File: src/rtl/la_pkg.sv
// Shared command codes and FSM state encoding for the logic-analyzer
// UART command sequencer.
package la_pkg;

    localparam logic [7:0] CMD_ARM    = 8'h01;
    localparam logic [7:0] CMD_DISARM = 8'h02;

    typedef enum logic [3:0] {
        IDLE,
        P_SEL,
        P_MASK,
        P_CMP,
        P_PRE,
        ARMED,
        D_ADR,
        D_DAT,
        D_TX,
        D_WAIT
    } la_state_t;

endpackage

File: src/rtl/la_dump_seq.sv
// Sample-memory readback: walks 2**ADDR_W addresses from start_adr and
// hands each byte to the UART transmitter, honouring tx_busy.
module la_dump_seq
    import la_pkg::*;
#(
    parameter int unsigned ADDR_W = 11
) (
    input  logic              clk,
    input  logic              reset,
    input  logic              start,
    input  logic              abort,
    input  logic [ADDR_W-1:0] start_adr,
    input  logic              tx_busy,
    input  logic [7:0]        mem_dat,
    output logic              done,
    output logic [7:0]        tx_data,
    output logic              tx_wr,
    output logic [ADDR_W-1:0] mem_adr,
    output logic              dumping
);

    la_state_t         state_q, state_d;
    logic [ADDR_W-1:0] cnt;
    logic              abort_pend;
    logic              stop;

    // An abort seen mid-byte is remembered so the byte in flight still completes.
    assign stop = abort | abort_pend;

    always_comb begin
        state_d = state_q;
        case (state_q)
            IDLE:    if (start) state_d = D_ADR;
            D_ADR:   state_d = stop ? IDLE : D_DAT;
            D_DAT: begin
                if (stop)          state_d = IDLE;
                else if (!tx_busy) state_d = D_TX;
            end
            D_TX:    state_d = D_WAIT;
            D_WAIT:  if (!tx_busy) state_d = (stop || cnt == '1) ? IDLE : D_ADR;
            default: state_d = IDLE;
        endcase
    end

    assign done = (state_q != IDLE) && (state_d == IDLE);

    always_ff @(posedge clk or negedge reset) begin
        if (!reset) begin
            state_q    <= IDLE;
            cnt        <= '0;
            abort_pend <= 1'b0;
            mem_adr    <= '0;
            tx_data    <= '0;
            tx_wr      <= 1'b0;
            dumping    <= 1'b0;
        end else begin
            state_q <= state_d;
            tx_wr   <= 1'b0;
            if (state_q == IDLE && start) begin
                mem_adr    <= start_adr;
                cnt        <= '0;
                abort_pend <= 1'b0;
                dumping    <= 1'b1;
            end
            if (abort && state_q != IDLE) abort_pend <= 1'b1;
            if (state_q == D_DAT && state_d == D_TX) begin
                tx_data <= mem_dat;
                tx_wr   <= 1'b1;
            end
            if (state_q == D_WAIT && !tx_busy) begin
                mem_adr <= mem_adr + ADDR_W'(1);
                cnt     <= cnt + ADDR_W'(1);
            end
            if (done) dumping <= 1'b0;
        end
    end

endmodule

File: src/rtl/la_cmd_ctrl.sv
// UART command parser for the capture engine: ARM with four parameter
// bytes, DISARM, and a sample-memory dump once capture completes.
module la_cmd_ctrl
    import la_pkg::*;
#(
    parameter int unsigned ADDR_W  = 11,
    parameter int unsigned TIMEOUT = 50000000,
    parameter int unsigned TO_W    = 26
) (
    input  logic              clk,
    input  logic              reset,
    input  logic [7:0]        rx_data,
    input  logic              rx_avail,
    output logic              rx_ack,
    output logic [7:0]        tx_data,
    output logic              tx_wr,
    input  logic              tx_busy,
    output logic [7:0]        cfg_select,
    output logic [7:0]        cfg_mask,
    output logic [7:0]        cfg_cmp,
    output logic [7:0]        cfg_pretrig,
    output logic              armed,
    output logic              arm_start,
    input  logic              cap_done,
    input  logic [ADDR_W-1:0] cap_wptr,
    output logic [ADDR_W-1:0] mem_adr,
    input  logic [7:0]        mem_dat,
    output logic              dumping
);

    la_state_t       state_q, state_d;
    logic            ack_q;
    logic            take;
    logic [TO_W-1:0] to_cnt;
    logic            to_expired;
    logic            dump_start;
    logic            dump_abort;
    logic            dump_done;

    // The previous-cycle ack masks the next one so a held rx_avail is not consumed twice.
    assign rx_ack     = reset & rx_avail & ~ack_q;
    assign take       = rx_ack;
    assign to_expired = (to_cnt == TO_W'(TIMEOUT));

    always_comb begin
        state_d    = state_q;
        dump_start = 1'b0;
        dump_abort = 1'b0;
        case (state_q)
            IDLE:   if (take && rx_data == CMD_ARM) state_d = P_SEL;
            P_SEL:  if (take) state_d = P_MASK; else if (to_expired) state_d = IDLE;
            P_MASK: if (take) state_d = P_CMP;  else if (to_expired) state_d = IDLE;
            P_CMP:  if (take) state_d = P_PRE;  else if (to_expired) state_d = IDLE;
            P_PRE:  if (take) state_d = ARMED;  else if (to_expired) state_d = IDLE;
            ARMED: begin
                if (take && rx_data == CMD_DISARM) begin
                    state_d = IDLE;
                end else if (cap_done) begin
                    state_d    = D_ADR;
                    dump_start = 1'b1;
                end
            end
            // D_ADR here means the dump sequencer owns the transfer.
            D_ADR: begin
                dump_abort = take && (rx_data == CMD_DISARM);
                if (dump_done) state_d = IDLE;
            end
            default: state_d = IDLE;
        endcase
    end

    always_ff @(posedge clk or negedge reset) begin
        if (!reset) begin
            state_q     <= IDLE;
            ack_q       <= 1'b0;
            to_cnt      <= '0;
            cfg_select  <= '0;
            cfg_mask    <= '0;
            cfg_cmp     <= '0;
            cfg_pretrig <= '0;
            armed       <= 1'b0;
            arm_start   <= 1'b0;
        end else begin
            state_q   <= state_d;
            ack_q     <= rx_ack;
            arm_start <= 1'b0;
            if (take || !(state_q inside {P_SEL, P_MASK, P_CMP, P_PRE})) to_cnt <= '0;
            else if (!to_expired) to_cnt <= to_cnt + TO_W'(1);
            if (take) begin
                case (state_q)
                    P_SEL:  cfg_select <= rx_data;
                    P_MASK: cfg_mask   <= rx_data;
                    P_CMP:  cfg_cmp    <= rx_data;
                    P_PRE: begin
                        cfg_pretrig <= rx_data;
                        armed       <= 1'b1;
                        arm_start   <= 1'b1;
                    end
                    default: ;
                endcase
            end
            if (state_q == ARMED && state_d != ARMED) armed <= 1'b0;
        end
    end

    la_dump_seq #(
        .ADDR_W(ADDR_W)
    ) u_dump (
        .clk      (clk),
        .reset    (reset),
        .start    (dump_start),
        .abort    (dump_abort),
        .start_adr(cap_wptr),
        .tx_busy  (tx_busy),
        .mem_dat  (mem_dat),
        .done     (dump_done),
        .tx_data  (tx_data),
        .tx_wr    (tx_wr),
        .mem_adr  (mem_adr),
        .dumping  (dumping)
    );

endmodule
File: config.mk
export PLATFORM = sky130hd
export DESIGN_NAME = la_cmd_ctrl
export DESIGN_NICKNAME = d
export VERILOG_FILES = /design/src/rtl/la_pkg.sv /design/src/rtl/la_dump_seq.sv /design/src/rtl/la_cmd_ctrl.sv
export SDC_FILE = /design/constraint.sdc
export NUM_CORES = 1
export LEC_CHECK = 0
export CORE_MARGIN = 4
export CORE_UTILIZATION = 56
export CTS_CLUSTER_DIAMETER = 200
export DETAILED_ROUTE_END_ITERATION = 10
export PLACE_DENSITY = 0.94
export RECOVER_POWER = 100
export SLEW_MARGIN = 5
export SYNTH_ARGS = -nofsm -noshare
export SYNTH_HDL_FRONTEND = slang
export SYNTH_SLANG_ARGS = --single-unit
export TNS_END_PERCENT = 5
File: constraint.sdc
create_clock -name clk -period 3.7 [get_ports clk]
set_clock_uncertainty 0.1 [all_clocks]
set_input_delay 0.74 -clock clk [delete_from_list [all_inputs] [get_ports clk]]
set_output_delay 0.74 -clock clk [all_outputs]
set_load 0.01 [all_outputs]
==> Word-level counts from Yosys, hierarchy flattened <==
Index checks and enable logic that the tools add are counted.
{ "word_totals": {"regBits": 102, "latch_bits": 0, "ramBits": 0, "mem_bits_ro": 0, "inputBits": 32, "out_inout_bits": 56, "wordCells": 104, "memories": 0} }
{ "op_classes": {"addsub": 3, "n_mul": 0, "div_mod_pow": 0, "order_cmp": 0, "eq_ne": 17, "shifts": 0, "n_mux": 37, "bitwise": 4, "reduce_logical": 27} }
{ "ops": {"columns": ["cell", "n"], "rows": [
  ["26-bit 2-to-1 mux", 2],
  ["4-bit 2-to-1 mux", 13],
  ["11-bit 2-to-1 mux", 4],
  ["4-bit case mux with 7 select lines", 1],
  ["26-bit by 1-bit adder with 26-bit output (second input constant)", 1],
  ["26-bit equality test (second input constant)", 1],
  ["11-bit by 1-bit adder with 11-bit output (second input constant)", 2],
  ["4-bit by 3-bit equality test with 1-bit output (second input constant)", 5],
  ["4-bit case mux with 5 select lines", 1],
  ["1-bit 2-to-1 mux", 14],
  ["4-bit equality test (second input constant)", 3],
  ["4-bit logical NOT", 3],
  ["11-bit equality test (second input constant)", 1],
  ["2-bit AND reduction", 5],
  ["2-bit nonzero test", 5],
  ["4-bit by 2-bit equality test with 1-bit output (second input constant)", 2],
  ["8-bit by 1-bit equality test with 1-bit output (second input constant)", 1],
  ["8-bit by 2-bit equality test with 1-bit output (second input constant)", 1],
  ["1-bit logical AND", 8],
  ["4-bit nonzero test", 2],
  ["3-bit 2-to-1 mux", 2],
  ["4-bit by 1-bit equality test with 1-bit output (second input constant)", 1],
  ["4-bit by 3-bit != test with 1-bit output (second input constant)", 1],
  ["1-bit bitwise AND", 2],
  ["other kinds (5)", 7]
]} }

==> Longest topological paths before layout <==
{ "depth": {"ltp_word": 17, "ltp_mapped": 8, "depth_no_buf": 8} }

==> By module <==
From an unflattened synthesis, not the netlist that was laid out.
{ "unflattened": {"cells_unflattened": 448, "hier_area_um2": 4833.4} }
{ "modules_own_cells": {"columns": ["mod", "n_inst", "cells_per_inst", "area_each_um2", "seq_area_each_um2"], "rows": [
  ["la_cmd_ctrl", 1, 273, 3040.4, 1626.6],
  ["la_dump_seq", 1, 175, 1793.0, 925.9]
]} }

==> Worst setup path after synthesis <==
Ideal clock, no wire load.
{ "synth_timing": {"path_type": "input port to flip-flop", "start": "input reset", "end": "register u_dump.tx_data[1]", "setup_ns": 0.125, "arrival_time_ns": 2.108, "slack_ns": 1.367, "stages": 7, "path_cell_list": "nand3b_1 -> inv_1 -> and4_4 -> a211o_2 -> nor2_4 -> buf_6 -> mux2_2"} }
{ "synth_via": {"elab_chain_len": 11, "word_cells_on_any_way": 16, "classes_between": "1 x eq/ne; 9 x mux; 3 x bitwise; 3 x reduce/logical"} }
{ "synth_rtl": {"columns": ["element", "line", "text"], "rows": [
  ["from (decl)", "la_cmd_ctrl.sv:11", "input logic reset,"],
  ["1-bit bitwise AND (*) (2 in series)", "la_cmd_ctrl.sv:41", "assign rx_ack = reset & rx_avail & ~ack_q;"],
  ["net rx_ack", "la_cmd_ctrl.sv:14", "output logic rx_ack,"],
  ["1-bit logical AND (*)", "la_cmd_ctrl.sv:56, la_cmd_ctrl.sv:65", null],
  ["1-bit 2-to-1 mux", "la_cmd_ctrl.sv:49", "case (state_q)"],
  ["1-bit bitwise OR", "la_dump_seq.sv:28", "assign stop = abort | abort_pend;"],
  ["1-bit logical OR", "la_dump_seq.sv:40", "D_WAIT: if (!tx_busy) state_d = (stop || cnt == '1) ? IDLE : D_ADR;"],
  ["3-bit 2-to-1 mux", "la_dump_seq.sv:40", null],
  ["4-bit 2-to-1 mux", "la_dump_seq.sv:40", null],
  ["4-bit case mux with 5 select lines (*)", "la_dump_seq.sv:32", "case (state_q)"],
  ["4-bit equality test (*)", "la_dump_seq.sv:66", "if (state_q == D_DAT && state_d == D_TX) begin"],
  ["1-bit logical AND (*)", "la_dump_seq.sv:66", null],
  ["to (signal assigned)", "la_dump_seq.sv:67", "tx_data <= mem_dat;"],
  ["to (decl)", "la_dump_seq.sv:16", "output logic [7:0] tx_data,"]
]} }
Mark *: on every way through the listed nets, which the timed path passes. The rest lies on a longest branch.
A chain may end at the register's enable or synchronous reset.

==> Final worst setup path <==
{ "layout_timing": {"start": "input rx_avail", "end": "output rx_ack"} }
{ "layout_via": {"elab_chain_len": 2} }
{ "layout_rtl": {"columns": ["element", "line", "text"], "rows": [
  ["from (decl)", "la_cmd_ctrl.sv:13", "input logic rx_avail,"],
  ["1-bit bitwise AND (2 in series)", "la_cmd_ctrl.sv:41", null],
  ["to (decl)", "la_cmd_ctrl.sv:14", null]
]} }
Every way passes these cells.

==> summary by stage <==
CTS
The number of buffers inserted during clock tree synthesis is 9. The root buffer selected by CTS is sky130_fd_sc_hd__clkbuf_8. The H-tree generated during clock tree synthesis spans 3 levels. After clock tree synthesis, the clock-pin slew on the worst setup and hold paths is 0.10 ns. The CTS tree is done.

The clock latency at the later pin of the worst-skew pair is 0.38 ns. The number of buffers between clock root and the deepest sink is 2. The count of instances resized after the clock tree is built is 0. The buffer count from post-CTS setup fixing is 0. Clock tree synthesis found a total of 102 sinks. The number of hold buffers added after cts is 0.

Critical path
The number of cells on the worst reg-to-reg path is 4. Setup slack on the worst reg-to-reg path comes out at 0.85 ns. STA classifies the critical path startpoint as an input pin. The endpoint identified for the worst register-to-register timing path is u_dump.mem_adr[0]. Of all nets on the critical path, the largest fanout is 7.

The critical path class is input pin to output port. The endpoint class of the critical path is an output port. The critical register-to-register path startpoint is u_dump.state_q[1]. The required arrival time at the worst endpoint is 2.86 ns.

Data on the critical path arrives at its endpoint at 2.38 ns.

Synthesis
The number of unique standard cell types used by synthesis is 53. The per-instance average area after synthesis is 10.7 µm². In the synthesized netlist the async set-or-reset flop fraction comes to 100%. The Yosys step of the flow raised 0 warnings. The gate count after technology mapping is 445. In this run, synthesis inferred 0 flip-flops with an integrated enable. The portion of the post-synthesis area used by sequential elements is 53.8%.

The synthesized netlist occupies a cell area of 0.00475 mm². The most used flip-flop cell after synthesis is sky130_fd_sc_hd__dfrtp_1. The synthesized flop and latch total is 102. The post-synth net total is 481.

Global routing
The first global-routing pass estimated 18800 µm of wire. The total grt overflow is 0. The initial antenna violation count is 0. The number of global-route vias before repair is 3791. Entering global routing, the biggest net connects 53 pins. The global-route usage over all layers is 23.7%.

Cells and area
Of the cells placed in the final design, the portion with a size suffix greater than 1 is 10.8%. The net count of the finished layout is 567. The fill cell instance count of the final layout is 533. The number of inserted diodes is 0.

Measured on the finished design, the core utilization comes to 70.7%. Compared with the post-synthesis result, the final layout area differs by 22.4%.

Timing
The final cycle utilization of the critical path is 87.0%. The slew at the pin with the worst max-slew slack is 1.29 ns. Measured against its own limit, the worst slew margin works out to 13.4%.

The final-report max-slew violation count is 0. After routing, the total negative slack on setup checks comes to 0 ns. Setup violations remaining at the end of the flow were counted as 0. Setup repair after global routing left no endpoint under its margin. The clock period could shrink to 3.22 ns.

The count of final hold-check violations came to 0. Static timing analysis puts the maximum clock frequency at 311 MHz.

Power and ir drop
Registers are responsible for 58.1% of the overall power. The share of total power dissipated in combinational logic is 5.5%. The worst IR drop on VDD is 0.000250 V. The switching power as a share of total power is 25.2%. The standby leakage power is 2.78 nW. The power density over the cells is 336 mW/mm².

The internal power of the cells totals 1.46 mW. Per report_power, the clock group accounts for 36.4% of the total. The switching power total is 0.490 mW.

Route
The pre-antenna-repair detailed-routing pass consisted of 5 iterations. The final antenna-violating net count is 0. The total wirelength of the detailed-routed design is 11300 µm. For this run, design rule violations remaining after detail routing come to 0.

The via total after detailed routing is 3837. The routed wire length per instance is 17.6 µm. After the first detailed-routing iteration, the DRC count stood at 305. The via density per instance is 5.99.

Floorplanning
Measured along the y axis, the die boundary spans 100 µm. The core box area is 0.00822 mm². The floorplan has 33 rows. 88 I/O pins were placed. The starting density of the core is 57.8%.

The die covers 0.0100 mm². The horizontal die dimension is 100 µm.

Worst hold path
In this run the worst hold path is classified as flop to flop. The worst hold path startpoint is cfg_pretrig[1]. The worst hold path was traced through 2 stages.

The endpoint of the worst hold path is cfg_pretrig[1].

Place
The weighted congestion reported at the end of routability-driven placement is 0.921. Summed over all nets, the half-perimeter wirelength after detailed placement is 7860 µm. During placement, the flow inserted port buffers numbering 87.

Run
The tool flagged a number of max-cap violations equal to 0.

Run status
The flow ran to the end, and the final reports show no timing, DRC or antenna violations.
[synth_stat cells, types with 2 or more instances]
master / instances / area [µm²]
sky130_fd_sc_hd__a22o_1: 2 / 17.5
sky130_fd_sc_hd__mux2_2: 32 / 360
sky130_fd_sc_hd__or3_1: 5 / 31.3
sky130_fd_sc_hd__and4_1: 5 / 43.8
sky130_fd_sc_hd__buf_4: 3 / 22.5
sky130_fd_sc_hd__nor3b_1: 2 / 15.0
sky130_fd_sc_hd__a221o_1: 3 / 30.0
sky130_fd_sc_hd__nand3b_1: 4 / 30.0
sky130_fd_sc_hd__nor4_1: 5 / 31.3
sky130_fd_sc_hd__ha_1: 4 / 50.1
sky130_fd_sc_hd__a21oi_1: 17 / 85.1
sky130_fd_sc_hd__inv_1: 4 / 15.0
sky130_fd_sc_hd__and3_1: 11 / 68.8
sky130_fd_sc_hd__nand4_1: 12 / 75.1
sky130_fd_sc_hd__or2_2: 2 / 12.5
sky130_fd_sc_hd__buf_6: 4 / 45.0
sky130_fd_sc_hd__dfrtp_1: 102 / 2550
sky130_fd_sc_hd__nor2_4: 3 / 33.8
sky130_fd_sc_hd__a31oi_1: 4 / 25.0
sky130_fd_sc_hd__o21ai_0: 22 / 110
sky130_fd_sc_hd__nor3_1: 7 / 35.0
sky130_fd_sc_hd__buf_2: 4 / 20.0
sky130_fd_sc_hd__nand2_1: 58 / 218
sky130_fd_sc_hd__nand3_1: 22 / 110
sky130_fd_sc_hd__xor2_1: 18 / 158
sky130_fd_sc_hd__o41ai_2: 2 / 32.5
sky130_fd_sc_hd__clkbuf_1: 5 / 18.8
sky130_fd_sc_hd__nor2_1: 49 / 184
sky130_fd_sc_hd__nor4b_1: 2 / 17.5
sky130_fd_sc_hd__xnor2_1: 9 / 78.8
[per-stage QoR]
stage | setup WS (ns) | power [mW] | hold WS [ns] | instance area (µm²) | cells
floorplan | 1.37 | 1.17 | 0.344 | 4750 | 445
global placement | 0.762 | 1.26 | 0.357 | 5670 | 625
detailed placement | 0.698 | 1.27 | 0.367 | 5670 | 625
CTS | 0.602 | 1.96 | 0.397 | 5870 | 641
global route | 0.415 | 2.02 | 0.419 | 5810 | 641
finish | 0.480 | 1.95 | 0.393 | 5810 | 641
[routing by layer]
metal | share of wire [%] | track usage, % | up-vias
met5 | 0 | 0 | -
met4 | 2.2 | 9.02 | 0
met3 | 7.8 | 7.09 | 30
met2 | 51 | 39.8 | 165
met1 | 39 | 29.1 | 1896
li1 | - | - | 1746
[power by group through the flow]
stage,clock (mW),combinational [mW],sequential (mW)
after floorplan,0,0.0168,1.16
after global placement,0,0.109,1.15
after detailed placement,0,0.112,1.15
after CTS,0.713,0.114,1.13
after global routing,0.765,0.117,1.13
final,0.709,0.107,1.13
[final cells by class]
cell class                 count  area, µm²  share of cell area [%]
clock buffer                  10        138                    2.37
clock inverter                 6       57.6                   0.991
tap                          105        131                    2.26
multi-input combinational    322       2020                    34.8
inverter                       5       18.8                   0.323
sequential                   102       2550                    43.9
timing repair buffer          91        888                    15.3
[worst max-delay path: stages]
cell                            delay (ns)
sky130_fd_sc_hd__dlygate4sd3_1        0.54
sky130_fd_sc_hd__nand3b_1             0.17
sky130_fd_sc_hd__inv_1                0.25
sky130_fd_sc_hd__dlygate4sd3_1        0.68
[state kept, by name, indices dropped and copies added (netlist names), 4 cells and up]
register        cells
to_cnt             26
u_dump.cnt         11
u_dump.mem_adr     11
cfg_cmp             8
cfg_mask            8
cfg_pretrig         8
cfg_select          8
u_dump.tx_data      8
state_q             4
u_dump.state_q      4
[layout by cell type (no fill, tap or decap), drive strengths merged, types with 13 or more instances in the layout]
cell type and count:
dfrtp 102, nand2 58, dlygate4sd3 57, nor2 53
mux2 32, clkdlybuf4s50 29, nand3 23, o21ai 22
xor2 18, a21oi 17, clkbuf 13
[kinds of logic (layout without fill, tap and decap cells)]
group,after synthesis,in the layout,share of synthesized area (%)
fa+ha+maj,4,4,1.05
other cells,1,1,0.0790
mux,33,33,7.80
compound gates,57,57,7.88
buf+inv,21,112,2.64
xor+xnor,27,27,4.98
flops,102,102,53.8
simple gates,200,200,21.8
[how the worst max path moves through the flow]
stage	start	to	slack, ns	cells past startpoint
floorplan	reset	u_dump.tx_data[1]	1.37	7
global placement	rx_avail	rx_ack	0.76	4
detailed placement	rx_avail	rx_ack	0.70	4
CTS	rx_avail	rx_ack	0.60	4
global route	rx_avail	rx_ack	0.42	4
finish	rx_avail	rx_ack	0.48	4
No activity file was read; power rests on OpenSTA's default activity.
